==> config.mk <==
export PLATFORM = sky130hd
export DESIGN_NAME = snoop_cache_ctrl
export DESIGN_NICKNAME = d
export VERILOG_FILES = /design/src/rtl/snoop_cache_ctrl.sv
export SDC_FILE = /design/constraint.sdc
export NUM_CORES = 1
export LEC_CHECK = 0
export CAP_MARGIN = 25
export CELL_PAD_IN_SITES_DETAIL_PLACEMENT = 0
export CELL_PAD_IN_SITES_GLOBAL_PLACEMENT = 1
export CORE_ASPECT_RATIO = 0.75
export CORE_MARGIN = 10
export CORE_UTILIZATION = 45
export CTS_BUF_LIST = sky130_fd_sc_hd__clkbuf_8
export DETAILED_ROUTE_END_ITERATION = 10
export PLACE_DENSITY = 0.88
export SLEW_MARGIN = 25
export SYNTH_ARGS = -nofsm -noshare
export SYNTH_HDL_FRONTEND = slang
export SYNTH_SLANG_ARGS = --single-unit
==> constraint.sdc <==
create_clock -name clock -period 4.95 [get_ports clock]
set_clock_uncertainty 0.05 [all_clocks]
set_input_delay 1.2375 -clock clock [delete_from_list [all_inputs] [get_ports clock]]
set_output_delay 1.2375 -clock clock [all_outputs]
set_load 0.01 [all_outputs]
==> src/rtl/snoop_cache_ctrl.sv <==
// Direct-mapped, write-back, MSI snooping cache controller.
// One CPU port, one bus-master port, and a snoop port that watches the other
// processors' commands. The snoop path runs every cycle, independent of the
// CPU FSM, and its effect on a line is applied before any same-cycle CPU update.
module snoop_cache_ctrl #(
    parameter int LINES  = 4,
    parameter int TAG_W  = 5,
    parameter int DATA_W = 8,
    parameter int PID_W  = 2,
    parameter int MY_ID  = 0
) (
    input  logic                              clock,
    input  logic                              reset,
    input  logic                              cpu_req,
    input  logic                              cpu_op,
    input  logic [$clog2(LINES)-1:0]          cpu_index,
    input  logic [TAG_W-1:0]                  cpu_tag,
    input  logic [DATA_W-1:0]                 cpu_wdata,
    output logic                              cpu_ack,
    output logic                              cpu_hit,
    output logic [DATA_W-1:0]                 cpu_rdata,
    output logic                              bus_req,
    input  logic                              bus_gnt,
    output logic [2:0]                        bus_cmd,
    output logic [TAG_W+$clog2(LINES)-1:0]    bus_addr,
    output logic [DATA_W-1:0]                 bus_wdata,
    output logic [PID_W-1:0]                  bus_src,
    input  logic                              fill_valid,
    input  logic [DATA_W-1:0]                 fill_data,
    input  logic                              snoop_valid,
    input  logic [2:0]                        snoop_cmd,
    input  logic [TAG_W+$clog2(LINES)-1:0]    snoop_addr,
    input  logic [PID_W-1:0]                  snoop_src,
    output logic                              snoop_hit,
    output logic                              snoop_flush,
    output logic [DATA_W-1:0]                 snoop_data
);

    localparam int IW = $clog2(LINES);
    localparam logic [PID_W-1:0] MY_PID = PID_W'(MY_ID);

    localparam logic [2:0] CMD_NONE = 3'b000;
    localparam logic [2:0] CMD_RD   = 3'b001;
    localparam logic [2:0] CMD_RDX  = 3'b010;
    localparam logic [2:0] CMD_UPGR = 3'b011;
    localparam logic [2:0] CMD_WB   = 3'b100;

    typedef enum logic [1:0] {
        LS_I = 2'b00,
        LS_S = 2'b01,
        LS_M = 2'b10
    } lstate_t;

    typedef enum logic [2:0] {
        IDLE, WB_ARB, WB_BUS, ARB, BUS, FILL, RESP
    } fsm_t;

    // Line storage
    lstate_t           line_state [LINES];
    logic [TAG_W-1:0]  line_tag   [LINES];
    logic [DATA_W-1:0] line_data  [LINES];

    // Controller registers
    fsm_t              state, state_n;
    logic [2:0]        pend_cmd, pend_n;
    logic              resp_hit, resp_hit_n;
    logic [DATA_W-1:0] resp_data, resp_data_n;

    // CPU-side line write controls (always target cpu_index)
    logic              ls_we;
    lstate_t           ls_wd;
    logic              tag_we;
    logic              data_we;
    logic [DATA_W-1:0] data_wd;

    // Snoop decode
    logic [IW-1:0]     snp_idx;
    logic [TAG_W-1:0]  snp_tag;
    logic              snp_match;
    logic              snp_upd;
    lstate_t           snp_state_nx;
    logic              snp_flush_nx;

    // CPU view of its line after this cycle's snoop has been applied
    lstate_t           cpu_ps_state;
    logic              cpu_line_hit;

    assign bus_src = MY_PID;

    assign snp_idx   = snoop_addr[IW-1:0];
    assign snp_tag   = snoop_addr[IW +: TAG_W];
    assign snp_match = snoop_valid && (snoop_src != MY_PID) &&
                       (line_state[snp_idx] != LS_I) && (line_tag[snp_idx] == snp_tag);

    // Snoop response: MSI downgrade/invalidate and flush decision for the snooped line
    always_comb begin
        snp_upd      = 1'b0;
        snp_state_nx = line_state[snp_idx];
        snp_flush_nx = 1'b0;
        if (snp_match) begin
            case (snoop_cmd)
                CMD_RD: begin
                    if (line_state[snp_idx] == LS_M) begin
                        snp_upd      = 1'b1;
                        snp_state_nx = LS_S;
                        snp_flush_nx = 1'b1;
                    end
                end
                CMD_RDX: begin
                    snp_upd      = 1'b1;
                    snp_state_nx = LS_I;
                    snp_flush_nx = (line_state[snp_idx] == LS_M);
                end
                CMD_UPGR: begin
                    if (line_state[snp_idx] == LS_S) begin
                        snp_upd      = 1'b1;
                        snp_state_nx = LS_I;
                    end
                end
                default: ;
            endcase
        end
    end

    assign cpu_ps_state = (snp_upd && (snp_idx == cpu_index)) ? snp_state_nx
                                                               : line_state[cpu_index];
    assign cpu_line_hit = (cpu_ps_state != LS_I) && (line_tag[cpu_index] == cpu_tag);

    // Controller state register
    always_ff @(posedge clock or negedge reset) begin
        if (!reset) begin
            state     <= IDLE;
            pend_cmd  <= CMD_NONE;
            resp_hit  <= 1'b0;
            resp_data <= '0;
        end else begin
            state     <= state_n;
            pend_cmd  <= pend_n;
            resp_hit  <= resp_hit_n;
            resp_data <= resp_data_n;
        end
    end

    // Controller next state and CPU-side line updates
    always_comb begin
        state_n     = state;
        pend_n      = pend_cmd;
        resp_hit_n  = resp_hit;
        resp_data_n = resp_data;
        ls_we       = 1'b0;
        ls_wd       = LS_I;
        tag_we      = 1'b0;
        data_we     = 1'b0;
        data_wd     = '0;
        case (state)
            IDLE: begin
                if (cpu_req) begin
                    if (cpu_line_hit && (!cpu_op || (cpu_ps_state == LS_M))) begin
                        resp_hit_n = 1'b1;
                        state_n    = RESP;
                        if (cpu_op) begin
                            data_we     = 1'b1;
                            data_wd     = cpu_wdata;
                            resp_data_n = cpu_wdata;
                        end else begin
                            resp_data_n = line_data[cpu_index];
                        end
                    end else if (cpu_line_hit) begin
                        resp_hit_n = 1'b0;
                        pend_n     = CMD_UPGR;
                        state_n    = ARB;
                    end else begin
                        resp_hit_n = 1'b0;
                        pend_n     = cpu_op ? CMD_RDX : CMD_RD;
                        state_n    = (cpu_ps_state == LS_M) ? WB_ARB : ARB;
                    end
                end
            end
            WB_ARB: begin
                // A snoop may have already taken the dirty victim away
                if (cpu_ps_state != LS_M) begin
                    state_n = ARB;
                end else if (bus_gnt) begin
                    state_n = WB_BUS;
                end
            end
            WB_BUS: begin
                ls_we   = 1'b1;
                ls_wd   = LS_I;
                state_n = ARB;
            end
            ARB: begin
                // Upgrade target lost to a snoop: fall back to a full read-exclusive
                if ((pend_cmd == CMD_UPGR) && !cpu_line_hit) begin
                    pend_n = CMD_RDX;
                end
                if (bus_gnt) begin
                    state_n = BUS;
                end
            end
            BUS: begin
                if (pend_cmd == CMD_UPGR) begin
                    ls_we       = 1'b1;
                    ls_wd       = LS_M;
                    data_we     = 1'b1;
                    data_wd     = cpu_wdata;
                    resp_data_n = cpu_wdata;
                    state_n     = RESP;
                end else begin
                    state_n = FILL;
                end
            end
            FILL: begin
                if (fill_valid) begin
                    ls_we       = 1'b1;
                    ls_wd       = cpu_op ? LS_M : LS_S;
                    tag_we      = 1'b1;
                    data_we     = 1'b1;
                    data_wd     = cpu_op ? cpu_wdata : fill_data;
                    resp_data_n = cpu_op ? cpu_wdata : fill_data;
                    state_n     = RESP;
                end
            end
            RESP: begin
                state_n = IDLE;
            end
            default: state_n = IDLE;
        endcase
    end

    // Line array: snoop update first, CPU update overrides on the same line
    always_ff @(posedge clock or negedge reset) begin
        if (!reset) begin
            for (int i = 0; i < LINES; i++) begin
                line_state[i] <= LS_I;
                line_tag[i]   <= '0;
                line_data[i]  <= '0;
            end
        end else begin
            if (snp_upd) begin
                line_state[snp_idx] <= snp_state_nx;
            end
            if (ls_we) begin
                line_state[cpu_index] <= ls_wd;
            end
            if (tag_we) begin
                line_tag[cpu_index] <= cpu_tag;
            end
            if (data_we) begin
                line_data[cpu_index] <= data_wd;
            end
        end
    end

    // Registered snoop response, valid the cycle after snoop_valid
    always_ff @(posedge clock or negedge reset) begin
        if (!reset) begin
            snoop_hit   <= 1'b0;
            snoop_flush <= 1'b0;
            snoop_data  <= '0;
        end else begin
            snoop_hit   <= snp_match;
            snoop_flush <= snp_flush_nx;
            snoop_data  <= snp_flush_nx ? line_data[snp_idx] : '0;
        end
    end

    // CPU and bus outputs decoded from the controller state
    always_comb begin
        cpu_ack   = 1'b0;
        cpu_hit   = 1'b0;
        cpu_rdata = '0;
        bus_req   = 1'b0;
        bus_cmd   = CMD_NONE;
        bus_addr  = '0;
        bus_wdata = '0;
        case (state)
            WB_ARB, ARB: begin
                bus_req = 1'b1;
            end
            WB_BUS: begin
                bus_cmd   = CMD_WB;
                bus_addr  = {line_tag[cpu_index], cpu_index};
                bus_wdata = line_data[cpu_index];
            end
            BUS: begin
                bus_cmd  = pend_cmd;
                bus_addr = {cpu_tag, cpu_index};
            end
            RESP: begin
                cpu_ack   = 1'b1;
                cpu_hit   = resp_hit;
                cpu_rdata = resp_data;
            end
            default: ;
        endcase
    end

endmodule

==> reports/metrics.cfg <==
[run_status]
status = completed

[die]
die_w_um = 142.1
io_pins = 83
die_h_um = 111.6
placementRows = 33
initial_core_util = 0.4598
core_mm2 = 0.01094
dieArea_mm2 = 0.01585

[detailed_routing]
wirelength_met1_mm = 6.242
top_layer_used = met4
drcViolationCount = 0
final_antenna_net_count = 0
route.vias.total = 3897
wl_met3_mm = 1.051
first_pass_iters = 5
wl_met2_mm = 6.349
drt_iter0_markers = 329
vias_per_cell = 6.080
wl_per_cell_um = 21.57
routed_wl_mm = 13.82

[sta]
worstMarginPinSlew_ns = 0.9224
finalSetupViolCount = 0
holdWs_ns = 0.4355
relSlewSlack = 0.3804
fin_setup_tns_ns = 0
grt_setup_unrepaired = no
hold_viol = 0
max_freq_mhz = 217.9
fin_crit_sh = 0.9270
min_period_ns = 4.588
slew_viol_final = 0

[place]
place.gp.congestion = 0.8693
io_buffer_count = 80
hpwl_mm = 10.32
placedCellCount = 625

[worst_setup_path]
cp_data_required_time_ns = 3.66
start_kind = input pin
path_max_fanout = 25
worst-setup-path-type = input pin to output pin
critPathArrivalTime_ns = 3.30
crit_path_end_kind = output pin

[yosys]
synth_most_common_cell = dfrtp_1
ys_types = 62
seq_area_frac_synth = 0.4178
synth_edf_count = 0
yosys.area_share.simple = 0.1408
synth.top_cell.area_share = 0.4178
syn_area_per_cell_um2 = 12.04
synthArstFlopShare = 1.000
synth_area_mm2 = 0.005031
synth.largest_area_cell = dfrtp_1
ys.flop_type = dfrtp_1
synth_area_leaders = dfrtp_1 (42%), mux4_2 (12%), mux2_2 (11%)
ys_warn_count = 0
synth_top_family_by_area = multiplexers
syn_inst = 418
synth_compound_area_frac = 0.09923
muxShareOfSynthArea = 0.2882
synthTopCellsByCount = dfrtp_1 (84), mux2_2 (49), mux4_2 (27), nor2_1 (24), and2_1 (22)
ys_ff_latch = 84
synth-xor-area-share = 0.02263
synthAdderAreaFrac = 0

[power_and_ir_drop]
vdd_drop_max_mv = 0.1656
power_density_mw_per_mm2 = 454.2
p_leak_nw = 2.596

[cts]
root_buffer = clkbuf_8
htreeDepth = 3
cts_made_buffers = 9
ctsResizeCount = 0
cts.clk_slew.worst_paths_ns = 0.08
cts_hold_buf = 0
clk_latency_ns = 0.36
clock_path_buffers = 2
cts_tree = yes
cts_setup_buffers = 0
clock-sinks = 84

[grt]
grt-ovfl-total = 0
grt_max_degree = 85
first_global_vias = 3994
track_usage = 0.1732
antenna_found_initial = 0
grt_pass1_wl_mm = 22.27

[hold_path]
hp-class = flip-flop to flip-flop

[finish]
fin_nets = 538
diodes = 0
syn_to_final_growth_pct = 22.76
final_cells = 641
drive_gt1_frac = 0.2375

[flow_run]
cap_violations = 0

-- per-layer routing --
metal / up-vias / track usage
met5: - / 0
met4: 0 / 0.05167
met3: 13 / 0.03779
met2: 178 / 0.2582
met1: 1972 / 0.2459
li1: 1734 / -
-- power by group --
part           switching, mW  internal, mW  leakage, nW  total, mW
registers              0.244         0.945         1.09       1.19
logic                  0.508         0.676         1.42       1.18
clock network          0.253         0.180       0.0882      0.433
total                   1.00          1.80         2.60       2.81
-- sequential cells by signal (all words and copies together) (netlist names) --
register / count
state: 3
snoop_hit: 1
snoop_flush: 1
snoop_data: 8
resp_hit: 1
pend_cmd: 2
line_state: 8
line_data: 32
line_tag: 20
resp_data: 8
-- area by class of cell --
cell class	count	area, um2
repair buffers	91	909.6
fillers	896	4766
multi-input cells	299	2779
clock buffers	9	123.9
inverters	11	41.29
well taps	140	175.2
flip-flops and latches	84	2102
clock inverters	7	45.04
-- worst max-delay path, cell delays in order --
cell,delay (ns)
clkdlybuf4s50_1,0.52
buf_12,0.23
mux4_2,0.56
a22oi_1,0.19
nor2_1,0.05
clkdlybuf4s50_1,0.51
-- kinds of logic (layout without fill, tap and decap cells) --
family	Yosys count	count (layout)
AO/OA/AOI/OAI	66	66
XOR/XNOR	13	13
buffers and inverters	36	118
flip-flops	84	84
multiplexers	97	97
other	1	2
AND/OR/NAND/NOR	121	121
-- path summary, 6_finish.rpt --
path	startpoint	endpoint	slack, ns	cells past startpoint
max in group asynchronous	reset	snoop_flush	3.48	1
setup / recovery	cpu_index[0]	bus_addr[3]	0.36	6
hold reg to reg	resp_hit	resp_hit	0.44	2
setup reg to reg	line_state[0]	pend_cmd[0]	1.82	7
hold / removal	resp_hit	resp_hit	0.44	2
min in group asynchronous	reset	line_tag[0]	0.86	1
-- cells in the final DEF, fill, tap and decap left out, drive strengths merged, types with 5 or more instances in the layout --
cell type	n
clkbuf	9
dfrtp	84
clkdlybuf4s50	79
nor2	27
o22a	13
xnor2	8
nand3	7
mux2	56
mux4	30
a21oi	6
o21ai	9
nor3	6
a22oi	6
nor2b	13
nand2b	6
buf	12
or3	7
xor2	5
o22ai	13
nand2	14
and2	22
mux2i	11
inv	14
-- per-stage QoR --
stage | util | worst slack, ns | total power, mW | instance area [um2]
global placement | 0.5487 | 0.3489 | 2.305 | 6003
detailed placement | 0.5487 | 0.2744 | 2.364 | 6003
CTS | 0.5641 | 0.3516 | 2.807 | 6172
floorplan | - | 0.7969 | 1.954 | 5035
finish | 0.5644 | 0.3616 | 2.805 | 6176
global route | 0.5644 | 0.2793 | 3.001 | 6176
Power figures use the tool's default switching activity.
